===== src/rtl/mem_copy_dma.sv =====
`default_nettype none
// ============================================================================
//  Module      : mem_copy_dma
//  Description : Bus-initiator DMA engine. Copies LEN 32-bit words from SRC to
//                DST over the FemtoRV32 memory bus, programmed through a
//                4-register IO slave port, with a UART-style done interrupt.
//  Revision    : 1.0  initial release
// ============================================================================
module mem_copy_dma #(
   parameter int ADDR_WIDTH = 32,
   parameter int LEN_WIDTH  = 16
) (
   input  logic                  clk,
   input  logic                  reset,
   input  logic                  cfg_cs,
   input  logic                  cfg_wr,
   input  logic [1:0]            cfg_addr,
   input  logic [31:0]           cfg_wdata,
   output logic [31:0]           cfg_rdata,
   output logic                  bus_req,
   input  logic                  bus_grant,
   output logic [ADDR_WIDTH-1:0] m_addr,
   output logic [31:0]           m_wdata,
   output logic [3:0]            m_wmask,
   output logic                  m_rstrb,
   input  logic [31:0]           m_rdata,
   input  logic                  m_rbusy,
   input  logic                  m_wbusy,
   output logic                  irq,
   input  logic                  irq_acknowledge
);

   localparam logic [ADDR_WIDTH-1:0] ADDR_STEP = ADDR_WIDTH'(4);
   localparam logic [LEN_WIDTH-1:0]  CNT_ONE   = LEN_WIDTH'(1);
   localparam logic [1:0]            REG_SRC   = 2'd0;
   localparam logic [1:0]            REG_DST   = 2'd1;
   localparam logic [1:0]            REG_LEN   = 2'd2;
   localparam logic [1:0]            REG_CTRL  = 2'd3;

   typedef enum logic [2:0] {
      S_IDLE = 3'd0,
      S_REQ  = 3'd1,
      S_RD   = 3'd2,
      S_RDW  = 3'd3,
      S_WR   = 3'd4,
      S_WRW  = 3'd5,
      S_DONE = 3'd6
   } state_t;

   state_t                state_q, state_d;
   logic [ADDR_WIDTH-1:0] src_reg_q, src_reg_d;
   logic [ADDR_WIDTH-1:0] dst_reg_q, dst_reg_d;
   logic [LEN_WIDTH-1:0]  len_reg_q, len_reg_d;
   logic [ADDR_WIDTH-1:0] src_q, src_d;
   logic [ADDR_WIDTH-1:0] dst_q, dst_d;
   logic [LEN_WIDTH-1:0]  cnt_q, cnt_d;
   logic [31:0]           data_buf_q, data_buf_d;
   logic                  irq_en_q, irq_en_d;
   logic                  done_q, done_d;
   logic                  aborted_q, aborted_d;
   logic                  abort_pend_q, abort_pend_d;
   logic                  bus_req_q, bus_req_d;
   logic                  m_rstrb_q, m_rstrb_d;
   logic [3:0]            m_wmask_q, m_wmask_d;
   logic [ADDR_WIDTH-1:0] m_addr_q, m_addr_d;
   logic [31:0]           m_wdata_q, m_wdata_d;
   logic                  irq_q, irq_d;

   logic                  cfg_we;
   logic                  busy;
   logic                  start_req;
   logic [LEN_WIDTH-1:0]  cnt_dec;

   assign cfg_we    = cfg_cs & cfg_wr;
   assign busy      = (state_q != S_IDLE);
   assign start_req = cfg_we && (cfg_addr == REG_CTRL) && cfg_wdata[0] && !busy;
   // Counter saturates at zero so a stray decrement can never wrap it.
   assign cnt_dec   = (cnt_q != '0) ? (cnt_q - CNT_ONE) : '0;

   assign bus_req = bus_req_q;
   assign m_rstrb = m_rstrb_q;
   assign m_wmask = m_wmask_q;
   assign m_addr  = m_addr_q;
   assign m_wdata = m_wdata_q;
   assign irq     = irq_q;

   // Next-state logic: register file updates, copy FSM and registered bus outputs.
   always_comb begin
      state_d      = state_q;
      src_reg_d    = src_reg_q;
      dst_reg_d    = dst_reg_q;
      len_reg_d    = len_reg_q;
      src_d        = src_q;
      dst_d        = dst_q;
      cnt_d        = cnt_q;
      data_buf_d   = data_buf_q;
      irq_en_d     = irq_en_q;
      done_d       = done_q;
      aborted_d    = aborted_q;
      abort_pend_d = abort_pend_q;

      // Address/length registers are frozen while a transfer is running.
      if (cfg_we && !busy) begin
         case (cfg_addr)
            REG_SRC: src_reg_d = {cfg_wdata[ADDR_WIDTH-1:2], 2'b00};
            REG_DST: dst_reg_d = {cfg_wdata[ADDR_WIDTH-1:2], 2'b00};
            REG_LEN: len_reg_d = cfg_wdata[LEN_WIDTH-1:0];
            default: ;
         endcase
      end

      if (cfg_we && (cfg_addr == REG_CTRL)) begin
         irq_en_d = cfg_wdata[2];
         // An abort only means something while a transfer is in flight.
         if (cfg_wdata[1] && busy) begin
            abort_pend_d = 1'b1;
         end
      end

      // Acknowledge first so that a completion in the same cycle wins.
      if (irq_acknowledge) begin
         done_d = 1'b0;
      end

      case (state_q)
         S_IDLE: begin
            abort_pend_d = 1'b0;
            if (start_req) begin
               if (len_reg_q == '0) begin
                  done_d = 1'b1;
               end else begin
                  done_d    = 1'b0;
                  aborted_d = 1'b0;
                  src_d     = src_reg_q;
                  dst_d     = dst_reg_q;
                  cnt_d     = len_reg_q;
                  state_d   = S_REQ;
               end
            end
         end
         S_REQ: begin
            if (bus_grant) begin
               state_d = S_RD;
            end
         end
         S_RD: begin
            state_d = S_RDW;
         end
         S_RDW: begin
            if (!m_rbusy) begin
               data_buf_d = m_rdata;
               state_d    = S_WR;
            end
         end
         S_WR: begin
            state_d = S_WRW;
         end
         S_WRW: begin
            if (!m_wbusy) begin
               src_d = src_q + ADDR_STEP;
               dst_d = dst_q + ADDR_STEP;
               cnt_d = cnt_dec;
               if (cnt_dec == '0) begin
                  done_d       = 1'b1;
                  abort_pend_d = 1'b0;
                  state_d      = S_DONE;
               end else if (abort_pend_q) begin
                  done_d       = 1'b1;
                  aborted_d    = 1'b1;
                  abort_pend_d = 1'b0;
                  state_d      = S_IDLE;
               end else if (bus_grant) begin
                  state_d = S_RD;
               end else begin
                  state_d = S_REQ;
               end
            end
         end
         S_DONE: begin
            abort_pend_d = 1'b0;
            state_d      = S_IDLE;
         end
         default: begin
            state_d = S_IDLE;
         end
      endcase

      // Bus outputs are a function of the state being entered, so they are
      // valid for exactly the cycles the FSM spends in that state.
      bus_req_d = (state_d == S_REQ) || (state_d == S_RD) || (state_d == S_RDW) ||
                  (state_d == S_WR)  || (state_d == S_WRW);
      m_rstrb_d = (state_d == S_RD);
      m_wmask_d = (state_d == S_WR) ? 4'hF : 4'h0;
      m_addr_d  = m_addr_q;
      m_wdata_d = m_wdata_q;
      if (state_d == S_RD) begin
         m_addr_d = src_d;
      end else if (state_d == S_WR) begin
         m_addr_d  = dst_d;
         m_wdata_d = data_buf_d;
      end
      irq_d = done_d & irq_en_d;
   end

   // State and output registers with synchronous active-low reset.
   always_ff @(posedge clk) begin
      if (!reset) begin
         state_q      <= S_IDLE;
         src_reg_q    <= '0;
         dst_reg_q    <= '0;
         len_reg_q    <= '0;
         src_q        <= '0;
         dst_q        <= '0;
         cnt_q        <= '0;
         data_buf_q   <= '0;
         irq_en_q     <= 1'b0;
         done_q       <= 1'b0;
         aborted_q    <= 1'b0;
         abort_pend_q <= 1'b0;
         bus_req_q    <= 1'b0;
         m_rstrb_q    <= 1'b0;
         m_wmask_q    <= 4'h0;
         m_addr_q     <= '0;
         m_wdata_q    <= '0;
         irq_q        <= 1'b0;
      end else begin
         state_q      <= state_d;
         src_reg_q    <= src_reg_d;
         dst_reg_q    <= dst_reg_d;
         len_reg_q    <= len_reg_d;
         src_q        <= src_d;
         dst_q        <= dst_d;
         cnt_q        <= cnt_d;
         data_buf_q   <= data_buf_d;
         irq_en_q     <= irq_en_d;
         done_q       <= done_d;
         aborted_q    <= aborted_d;
         abort_pend_q <= abort_pend_d;
         bus_req_q    <= bus_req_d;
         m_rstrb_q    <= m_rstrb_d;
         m_wmask_q    <= m_wmask_d;
         m_addr_q     <= m_addr_d;
         m_wdata_q    <= m_wdata_d;
         irq_q        <= irq_d;
      end
   end

   // Slave read mux; STATUS carries the live remaining word count.
   always_comb begin
      cfg_rdata = 32'h0;
      case (cfg_addr)
         REG_SRC:  cfg_rdata = 32'(src_reg_q);
         REG_DST:  cfg_rdata = 32'(dst_reg_q);
         REG_LEN:  cfg_rdata = 32'(len_reg_q);
         default:  cfg_rdata = {16'(cnt_q), 12'h000, irq_en_q, aborted_q, done_q, busy};
      endcase
   end

endmodule
`default_nettype wire


===== config.mk =====
export PLATFORM = sky130hd
export DESIGN_NAME = mem_copy_dma
export DESIGN_NICKNAME = d
export VERILOG_FILES = /design/src/rtl/mem_copy_dma.sv
export SDC_FILE = /design/constraint.sdc
export NUM_CORES = 1
export LEC_CHECK = 0
export CAP_MARGIN = 5
export CELL_PAD_IN_SITES_DETAIL_PLACEMENT = 1
export CELL_PAD_IN_SITES_GLOBAL_PLACEMENT = 1
export CORE_ASPECT_RATIO = 1.2
export CORE_MARGIN = 3
export CORE_UTILIZATION = 42
export DETAILED_ROUTE_END_ITERATION = 12
export GPL_ROUTABILITY_DRIVEN = 0
export PLACE_DENSITY_LB_ADDON = 0.1
export SETUP_SLACK_MARGIN = 0.2
export SLEW_MARGIN = 20
export SYNTH_ARGS = -nofsm -noshare
export SYNTH_HDL_FRONTEND = slang
export SYNTH_SLANG_ARGS = --single-unit

===== constraint.sdc =====
create_clock -name clk -period 7.45 [get_ports clk]
set_clock_uncertainty 0.05 [all_clocks]
set_input_delay 0.745 -clock clk [delete_from_list [all_inputs] [get_ports clk]]
set_output_delay 0.745 -clock clk [all_outputs]
set_load 0.01 [all_outputs]

# Word level (Yosys, flattened, before mapping)
# Cells that the tools add are included.
# word_totals
reg_bits,266
in_bits,74
output_inout_bits,103
# op_classes
bitwise_logic,3
n_eq_ne,19
n_reduce_logical,25
mux,48
n_addsub,3
# ops
op,n
2-to-1 mux 32 bit,10
case mux 32 bit (2 select lines),2
case mux 32 bit (3 select lines),1
"adder 32 x 3 -> 32 bit, second input constant",2
2-to-1 mux 16 bit,4
logical NOT 16 bit,2
case mux 16 bit (2 select lines),1
2-to-1 mux 3 bit,6
case mux 3 bit (6 select lines),1
2-to-1 mux 1 bit,17
nonzero test 16 bit,1
"subtractor 16 x 1 -> 16 bit, second input constant",1
"equality test 3 bit, second input constant",5
"equality test 3 x 2 -> 1 bit, second input constant",4
"inequality test 2 bit, second input constant",5
AND reduction 2 bit,4
"equality test 3 x 1 -> 1 bit, second input constant",2
case mux 1 bit (2 select lines),3
AND reduction 6 bit,1
logical AND 1 bit,5
"equality test 2 bit, second input constant",2
logical OR 1 bit,4
2-to-1 mux 2 bit,2
2-to-1 mux 4 bit,1
10 further kinds,12

# Logic depth before layout (Yosys ltp)
# Gate-level depths: netlist of run 1.
# logic_depth
word_depth,11
depth_mapped,12
depth_no_buf,10

# Worst setup path after synthesis of run 1
# No wires, ideal clock.
# synth_path
kind,input port to flip-flop
startpoint,in m_wbusy
endpoint,reg m_addr_q[29] (netlist: m_addr[29])
n_path_buf,1
arrival_ps,2832
setup_ps,117
setup_slack_ps,4451
stages,9
required_ps,7283
path_cell_list,clkbuf_1 > nand4b_1 > or4_1 > nor3_1 > a31oi_1 > o21a_1 > a211oi_1 > o22ai_1 > a32o_1
# synth_via
elab_chain_len,4
# synth_rtl
item,line_no,source
"start, declared",28,"input logic m_wbusy,"
2-to-1 mux 3 bit or 2-to-1 mux 32 bit (tied branches),159,if (!m_wbusy) begin
case mux 3 bit (6 select lines) or case mux 32 bit (2 select lines) (tied branches),125,case (state_q)
equality test 3 x 2 -> 1 bit (tied with other cells),196,if (state_d == S_RD) begin
2-to-1 mux 32 bit or nonzero test 2 bit (tied branches),-,
"end signal, assigned",242,m_addr_q <= m_addr_d;
"end, declared",65,"logic [ADDR_WIDTH-1:0] m_addr_q, m_addr_d;"
# Several ways; a longest one is shown, not always the timed one. The select of a mux whose other input is x is not followed.
# A chain may end at the register's enable or synchronous reset.

# Worst setup path after layout of run 1
# layout_path
startpoint,in cfg_addr[1]
endpoint,reg m_addr_q[4] (netlist: m_addr[4])
# layout_via
elab_chain_len,8
# layout_rtl
item,line_no,source
"start, declared",17,"input logic [1:0] cfg_addr,"
equality test 2 bit *,76,assign start_req = cfg_we && (cfg_addr == REG_CTRL) && cfg_wdata[0] && !busy;
logical AND 1 bit * (3 in a row),76,
2-to-1 mux 3 bit or 2-to-1 mux 32 bit (tied branches),128,if (start_req) begin
case mux 3 bit (6 select lines) or case mux 32 bit (2 select lines) (tied branches),125,
equality test 3 x 2 -> 1 bit (tied with other cells),196,
2-to-1 mux 32 bit or nonzero test 2 bit (tied branches),-,
# Mark *: on every way between the ends. The rest lies on a longest branch, timed or not. The select of a mux whose other input is x is not followed.

==> flow_summary_export.csv, run 1 <==
group,metric,value,unit
clock_tree,cts_tree,"yes",
pwr,p_per_area,212,nW/um2
sta,maxSlewHeadroom,0.327,
layout,regArea,4620,um2
route,dr.pass1.iters,5,
logic_synthesis,ys_seq_area_frac,0.414,
clock_tree,cts_made_buffers,27,
sta,slew_violations,0,
grt,grt_overflow_total,0,
route,viasPerCell,6.01,
route,wl_per_cell,21.9,um
logic_synthesis,yosys.cell_types.count,70,
grt,grtUsageTotal,0.284,
sta,max_freq,238,MHz
grt,grt_max_degree,71,
floorplanning,dieArea,28600,um2
layout,final_nets,1648,
floorplanning,io_pins,177,
logic_synthesis,syn_inst,1462,
setup_path,reg2regPathDepth,11,
layout,fill_cells,3151,
layout,layout_common_cells,"329 x nand2_1, 231 x dfxtp_1, 175 x clkdlybuf4s50_1, 165 x a21oi_1, 123 x nor2_1",
pwr,leakage,4.99,nW
layout,fin_util,0.541,
layout,drive_above_1_share,0.0578,
logic_synthesis,yosys.area.top_type,"dfxtp_1",
placed_design,postPlaceCellArea,13000,um2
clock_tree,cts_max_path_buffers,3,
layout,areaGrowthSynthToFinish,25.2,%
pwr,vdd_drop_max,0.200,mV
logic_synthesis,synth_ff_type,"dfxtp_1",
logic_synthesis,synth_edf_count,0,
route,wirelength,42100,um
layout,antenna_cells,0,
setup_path,cp-end-kind,"flop",
layout,multi_input_area,6050,um2
clock_tree,post_cts_buffers,0,
job,cap_violations,0,
setup_path,cp_slowest_cell,"nor3_4",
logic_synthesis,synthTopCellsByArea,"dfxtp_1 41%, nand2_1 11%, a21oi_1 7.4%",
placed_design,dp_hpwl,29300,um
setup_path,cp_cell_sequence,"clkdlybuf4s50_1 -> buf_4 -> and4_1 -> nand3_1 -> a21o_1 -> o21a_1 -> and3_1 -> buf_4 -> nor3_4 -> a221o_1",
setup_path,start_kind,"primary input",
setup_path,cp_max_fo,37,
floorplanning,die_w,155,um
grt,grt_pass1_vias,11509,
setup_path,worstPathArrival,4.62,ns
layout,layout_commonest_cell,"nand2_1",
logic_synthesis,synth-seq-cells,231,
route,num_vias,11549,
logic_synthesis,syn_avg_cell_area,7.65,um2
logic_synthesis,async_reset_ff_frac,0,
sta,fin_crit_sh,0.563,
setup_path,crit_path_frequent_cell,"buf_4",
logic_synthesis,syn-num-nets,1539,
sta,rsz0062_at_grt,"no",
hold_path,hp-class,"reg -> reg",
sta,finalSetupTns,0,ns
floorplanning,rows,64,
clock_tree,clock_sinks,231,
logic_synthesis,netlist_area,11200,um2
status,status,"complete, no violations",
grt,antenna_found_initial,0,
clock_tree,clock_latency,0.54,ns
clock_tree,htree_num_levels,1,
clock_tree,path_clk_slew,0.06,ns
route,antenna_left,0,
hold_path,holdPathStages,2,
sta,hold_violations,0,
setup_path,crit_type,"in -> reg",
grt,grt_pass1_wl,65600,um
floorplanning,start_util,0.432,
logic_synthesis,netlist.area_leader.share,0.414,
setup_path,slowest_delay,0.71,ns
floorplanning,die_h,185,um
setup_path,cp.required,7.88,ns
clock_tree,root_buffer,"clkbuf_16",
clock_tree,cts-hold-fix-buffers,0,
floorplanning,coreArea,25900,um2
layout,design_area,14000,um2
sta,fin_crit,4.20,ns
logic_synthesis,yosysWarnings,0,
placed_design,numPortBuffers,176,
setup_path,rrSetupSlack,3.48,ns
sta,setup_viol,0,
clock_tree,cts-resized-gates,0,
sta,tightest_slew,1.00,ns
route,drcViolationCount,0,
route,drt_iter0_drc,886,
==> routing by layer <==
layer	share of wire	GRT usage	wire length (um)
met2	0.46	0.466	19300
met3	0.073	0.0470	3060
met1	0.44	0.387	18400
met4	0.030	0.0830	1270
met5	0	0	0
==> report_power, final <==
| group | total, mW | switching [mW] | internal [mW] |
|---|---|---|---|
| Sequential | 1.28 | 0.0237 | 1.25 |
| Clock | 1.42 | 0.548 | 0.869 |
| Combinational | 0.277 | 0.173 | 0.104 |
| Total | 2.97 | 0.745 | 2.23 |
==> cell type report <==
| class | instances | area share |
|---|---|---|
| clock buffer | 35 | 0.0554 |
| clock inverter | 14 | 0.0129 |
| inverter | 13 | 0.00384 |
| multi-input combinational | 1102 | 0.432 |
| sequential | 231 | 0.330 |
| tap | 330 | 0.0295 |
| timing repair buffer | 196 | 0.136 |
==> sequential cells by signal, summed over array words and instances (netlist names), 3 cells and up <==
| name | flops |
|---|---|
| cnt_q | 16 |
| dst_reg_q | 30 |
| state_q | 3 |
| m_addr | 32 |
| m_wdata | 32 |
| len_reg_q | 16 |
| src_reg_q | 30 |
| dst_q | 32 |
| src_q | 32 |
==> per-stage QoR <==
stage	cells	setup WS (ns)	power, mW	hold WS, ns
2_1_floorplan	1462	4.45	1.44	0.396
3_3_place_gp	1872	2.81	1.57	0.390
3_5_place_dp	1872	2.75	1.58	0.399
4_1_cts	1921	3.28	2.98	0.407
5_1_grt	1921	3.07	3.06	0.422
6_report	1921	3.26	2.97	0.404
==> cell families (layout without fill, tap and decap cells) <==
| family | after synthesis | after routing | share of synthesized area |
|---|---|---|---|
| buffers and inverters | 129 | 258 | 0.0479 |
| XOR/XNOR | 3 | 3 | 0.00235 |
| adder cells (fa/ha/maj) | 3 | 3 | 0.00336 |
| flip-flops | 231 | 231 | 0.414 |
| AO/OA/AOI/OAI | 386 | 386 | 0.215 |
| multiplexers | 49 | 49 | 0.0464 |
| AND/OR/NAND/NOR | 661 | 661 | 0.272 |
==> final timing paths <==
path	from	to
worst max-delay path	cfg_addr[1]	m_addr[4]
worst min-delay path	m_wdata[2]	m_wdata[2]
worst max register to register	cnt_q[0]	m_addr[4]
worst min register to register	m_wdata[2]	m_wdata[2]
==> critical path, delay by kind of cell <==
family,cells,cell delay (ns)
compound gates,3,0.86
simple gates,4,1.96
buf+inv,3,1.04
==> synthesized netlist by cell type (4+ instances only) <==
library cell	instances
and3_1	23
nor2_1	124
a22oi_1	8
nor4_1	14
or3_1	5
nand4b_1	5
buf_6	4
nor3_1	18
a31oi_1	21
nand2_1	330
a21oi_1	165
a221o_1	17
nand4_1	28
o22a_1	6
clkbuf_1	97
and2_1	21
buf_4	4
mux2i_1	44
a2bb2oi_1	9
buf_1	6
a21o_1	6
nand3_1	46
dfxtp_1	231
a221oi_1	6
nor2b_1	9
buf_2	5
o31ai_1	4
o211ai_1	12
nand2b_1	6
and4_1	6
o22ai_1	4
a211oi_1	18
o21ai_0	69
nand3b_1	5
inv_1	13
o21a_1	6
a22o_1	7
(Power assumes the default switching activity.)
==> inputs of run 2 (changes only) <==
--- a/config.mk
+++ b/config.mk
@@ -10,7 +10,7 @@
 export CELL_PAD_IN_SITES_GLOBAL_PLACEMENT = 1
 export CORE_ASPECT_RATIO = 1.2
 export CORE_MARGIN = 3
-export CORE_UTILIZATION = 42
+export CORE_UTILIZATION = 35
 export DETAILED_ROUTE_END_ITERATION = 12
 export GPL_ROUTABILITY_DRIVEN = 0
 export PLACE_DENSITY_LB_ADDON = 0.1
==> constraint.sdc (replaced) <==
create_clock -name clk -period 3.8 [get_ports clk]
set_clock_uncertainty 0.05 [all_clocks]
set_input_delay 0.38 -clock clk [delete_from_list [all_inputs] [get_ports clk]]
set_output_delay 0.38 -clock clk [all_outputs]
set_load 0.01 [all_outputs]
==> run 2 against run 1 <==
Against the previous run: wire length up 5.3%; sequential power up 95%; critical path depth up 1; total power up 95%; combinational power up 110%; clock power up 91%; cell count up 5.2%; highest routed layer unchanged.
==> flow_summary_export.csv, run 2 (synthesis gave the netlist of run 1 again) <==
group,metric,value,unit
status,status,"complete, no violations",
grt,grtUsageTotal,0.251,
floorplanning,coreArea,31400,um2
clock_tree,cts_made_buffers,27,
clock_tree,clock_latency,0.54,ns
setup_path,path_buf_inv,2,
sta,finalSetupTns,0,ns
route,viasPerCell,5.72,
pwr,p_per_area,406,nW/um2
floorplanning,die_h,202,um
sta,tightest_slew,0.774,ns
sta,maxSlewHeadroom,0.479,
grt,antenna_found_initial,0,
setup_path,slowest_delay,0.50,ns
pwr,leakage,5.11,nW
clock_tree,htree_num_levels,1,
floorplanning,rows,71,
placed_design,numPlacedInstances,1971,
hold_path,holdPathStages,3,
clock_tree,cts_max_path_buffers,3,
sta,postLayoutSetupSlackWorst,0.524,ns
placed_design,dp_hpwl,31900,um
layout,antenna_cells,0,
sta,fin_hold_ws,0.335,ns
setup_path,path_delay_family,"compound AO/OA/AOI/OAI gates",
sta,hold_violations,0,
layout,fin_util,0.454,
layout,layout_commonest_cell,"nand2_1",
job,cap_violations,0,
sta,fin_crit_sh,0.862,
clock_tree,cts-hold-fix-buffers,0,
clock_tree,cts_tree,"yes",
sta,fin_crit,3.28,ns
layout,drive_above_1_share,0.0710,
setup_path,cp_max_fo,23,
grt,grt_pass1_wl,68400,um
setup_path,cp.required,4.18,ns
sta,max_freq,305,MHz
setup_path,crit_type,"reg -> reg",
layout,fin_cells,2020,
setup_path,reg2regPathDepth,11,
grt,grt_overflow_total,0,
route,wirelength,44300,um
grt,grt_pass1_vias,11639,
placed_design,numPortBuffers,176,
sta,slew_violations,0,
route,drcViolationCount,0,
placed_design,place_ws,0.130,ns
setup_path,worstPathArrival,3.66,ns
layout,design_area,14300,um2
setup_path,cp-end-kind,"flop",
floorplanning,start_util,0.355,
route,antenna_left,0,
hold_path,hp-class,"in -> reg",
route,drt_iter0_drc,772,
route,num_vias,11560,
setup_path,start_kind,"flop",
floorplanning,die_w,169,um
clock_tree,root_buffer,"clkbuf_16",
sta,setup_viol,0,
pwr,total_power,5.80,mW
floorplanning,io_pins,177,
sta,rsz0062_at_grt,"no",
setup_path,cp.depth,11,
setup_path,cp_slowest_cell,"nor4b_2",
layout,final_nets,1678,
floorplanning,dieArea,34100,um2
layout,areaGrowthSynthToFinish,27.8,%
layout,layout_common_cells,"330 x nand2_1, 231 x dfxtp_1, 175 x clkdlybuf4s50_1, 165 x a21oi_1, 124 x nor2_1",
route,dr.pass1.iters,5,
setup_path,cp_cell_sequence,"inv_1 -> ha_1 -> nor4b_2 -> and4_1 -> a31oi_1 -> a2111o_1 -> o22a_2 -> and3_1 -> buf_4 -> a22o_1 -> a21o_1",
clock_tree,path_clk_slew,0.06,ns
placed_design,postPlaceCellArea,13400,um2
route,wl_per_cell,21.9,um
pwr,vdd_drop_max,0.331,mV
clock_tree,clock_sinks,231,
grt,grt_max_degree,79,
## run 2: per-layer routing
| layer | global-route usage | up-vias | wire [um] |
|---|---|---|---|
| met5 | 0 | - | 0 |
| met4 | 0.0865 | 0 | 1570 |
| met3 | 0.0423 | 86 | 2710 |
| met2 | 0.404 | 376 | 20000 |
| met1 | 0.342 | 5644 | 20000 |
| li1 | - | 5454 | - |
## run 2: area by class of cell
cell class                 count  area (um2)
fill                        3825       17200
sequential                   231        4620
tap                          401         502
timing repair buffer         226        2160
clock inverter                12         166
multi-input combinational   1102        6040
clock buffer                  35         746
inverter                      13        53.8
## run 2: timing repair
item	4_1_cts	5_1_grt
gates resized for setup	0	0
endpoints found under the setup margin	19	0
setup buffers	2	0
## run 2: power breakdown
part | internal (mW) | switching [mW] | total (mW) | leakage, nW
Clock | 1.64 | 1.07 | 2.71 | 0.450
Combinational | 0.225 | 0.357 | 0.582 | 2.80
Sequential | 2.46 | 0.0475 | 2.50 | 1.86
Total | 4.33 | 1.47 | 5.80 | 5.11
## run 2: worst min-delay path, delay by kind of cell
kind | cells | cell delay [ns]
buffers and inverters | 1 | 0.39
AOI/OAI and AO/OA | 1 | 0.05
and+or+nand+nor | 1 | 0.06
## run 2: path summary, 6_finish.rpt
path | slack, ns | from | end
min | 0.34 | m_rdata[30] | m_wdata[30]
min reg2reg | 0.40 | m_wdata[8] | m_wdata[8]
max reg2reg | 0.52 | cnt_q[0] | m_addr[0]
max | 0.52 | cnt_q[0] | m_addr[0]
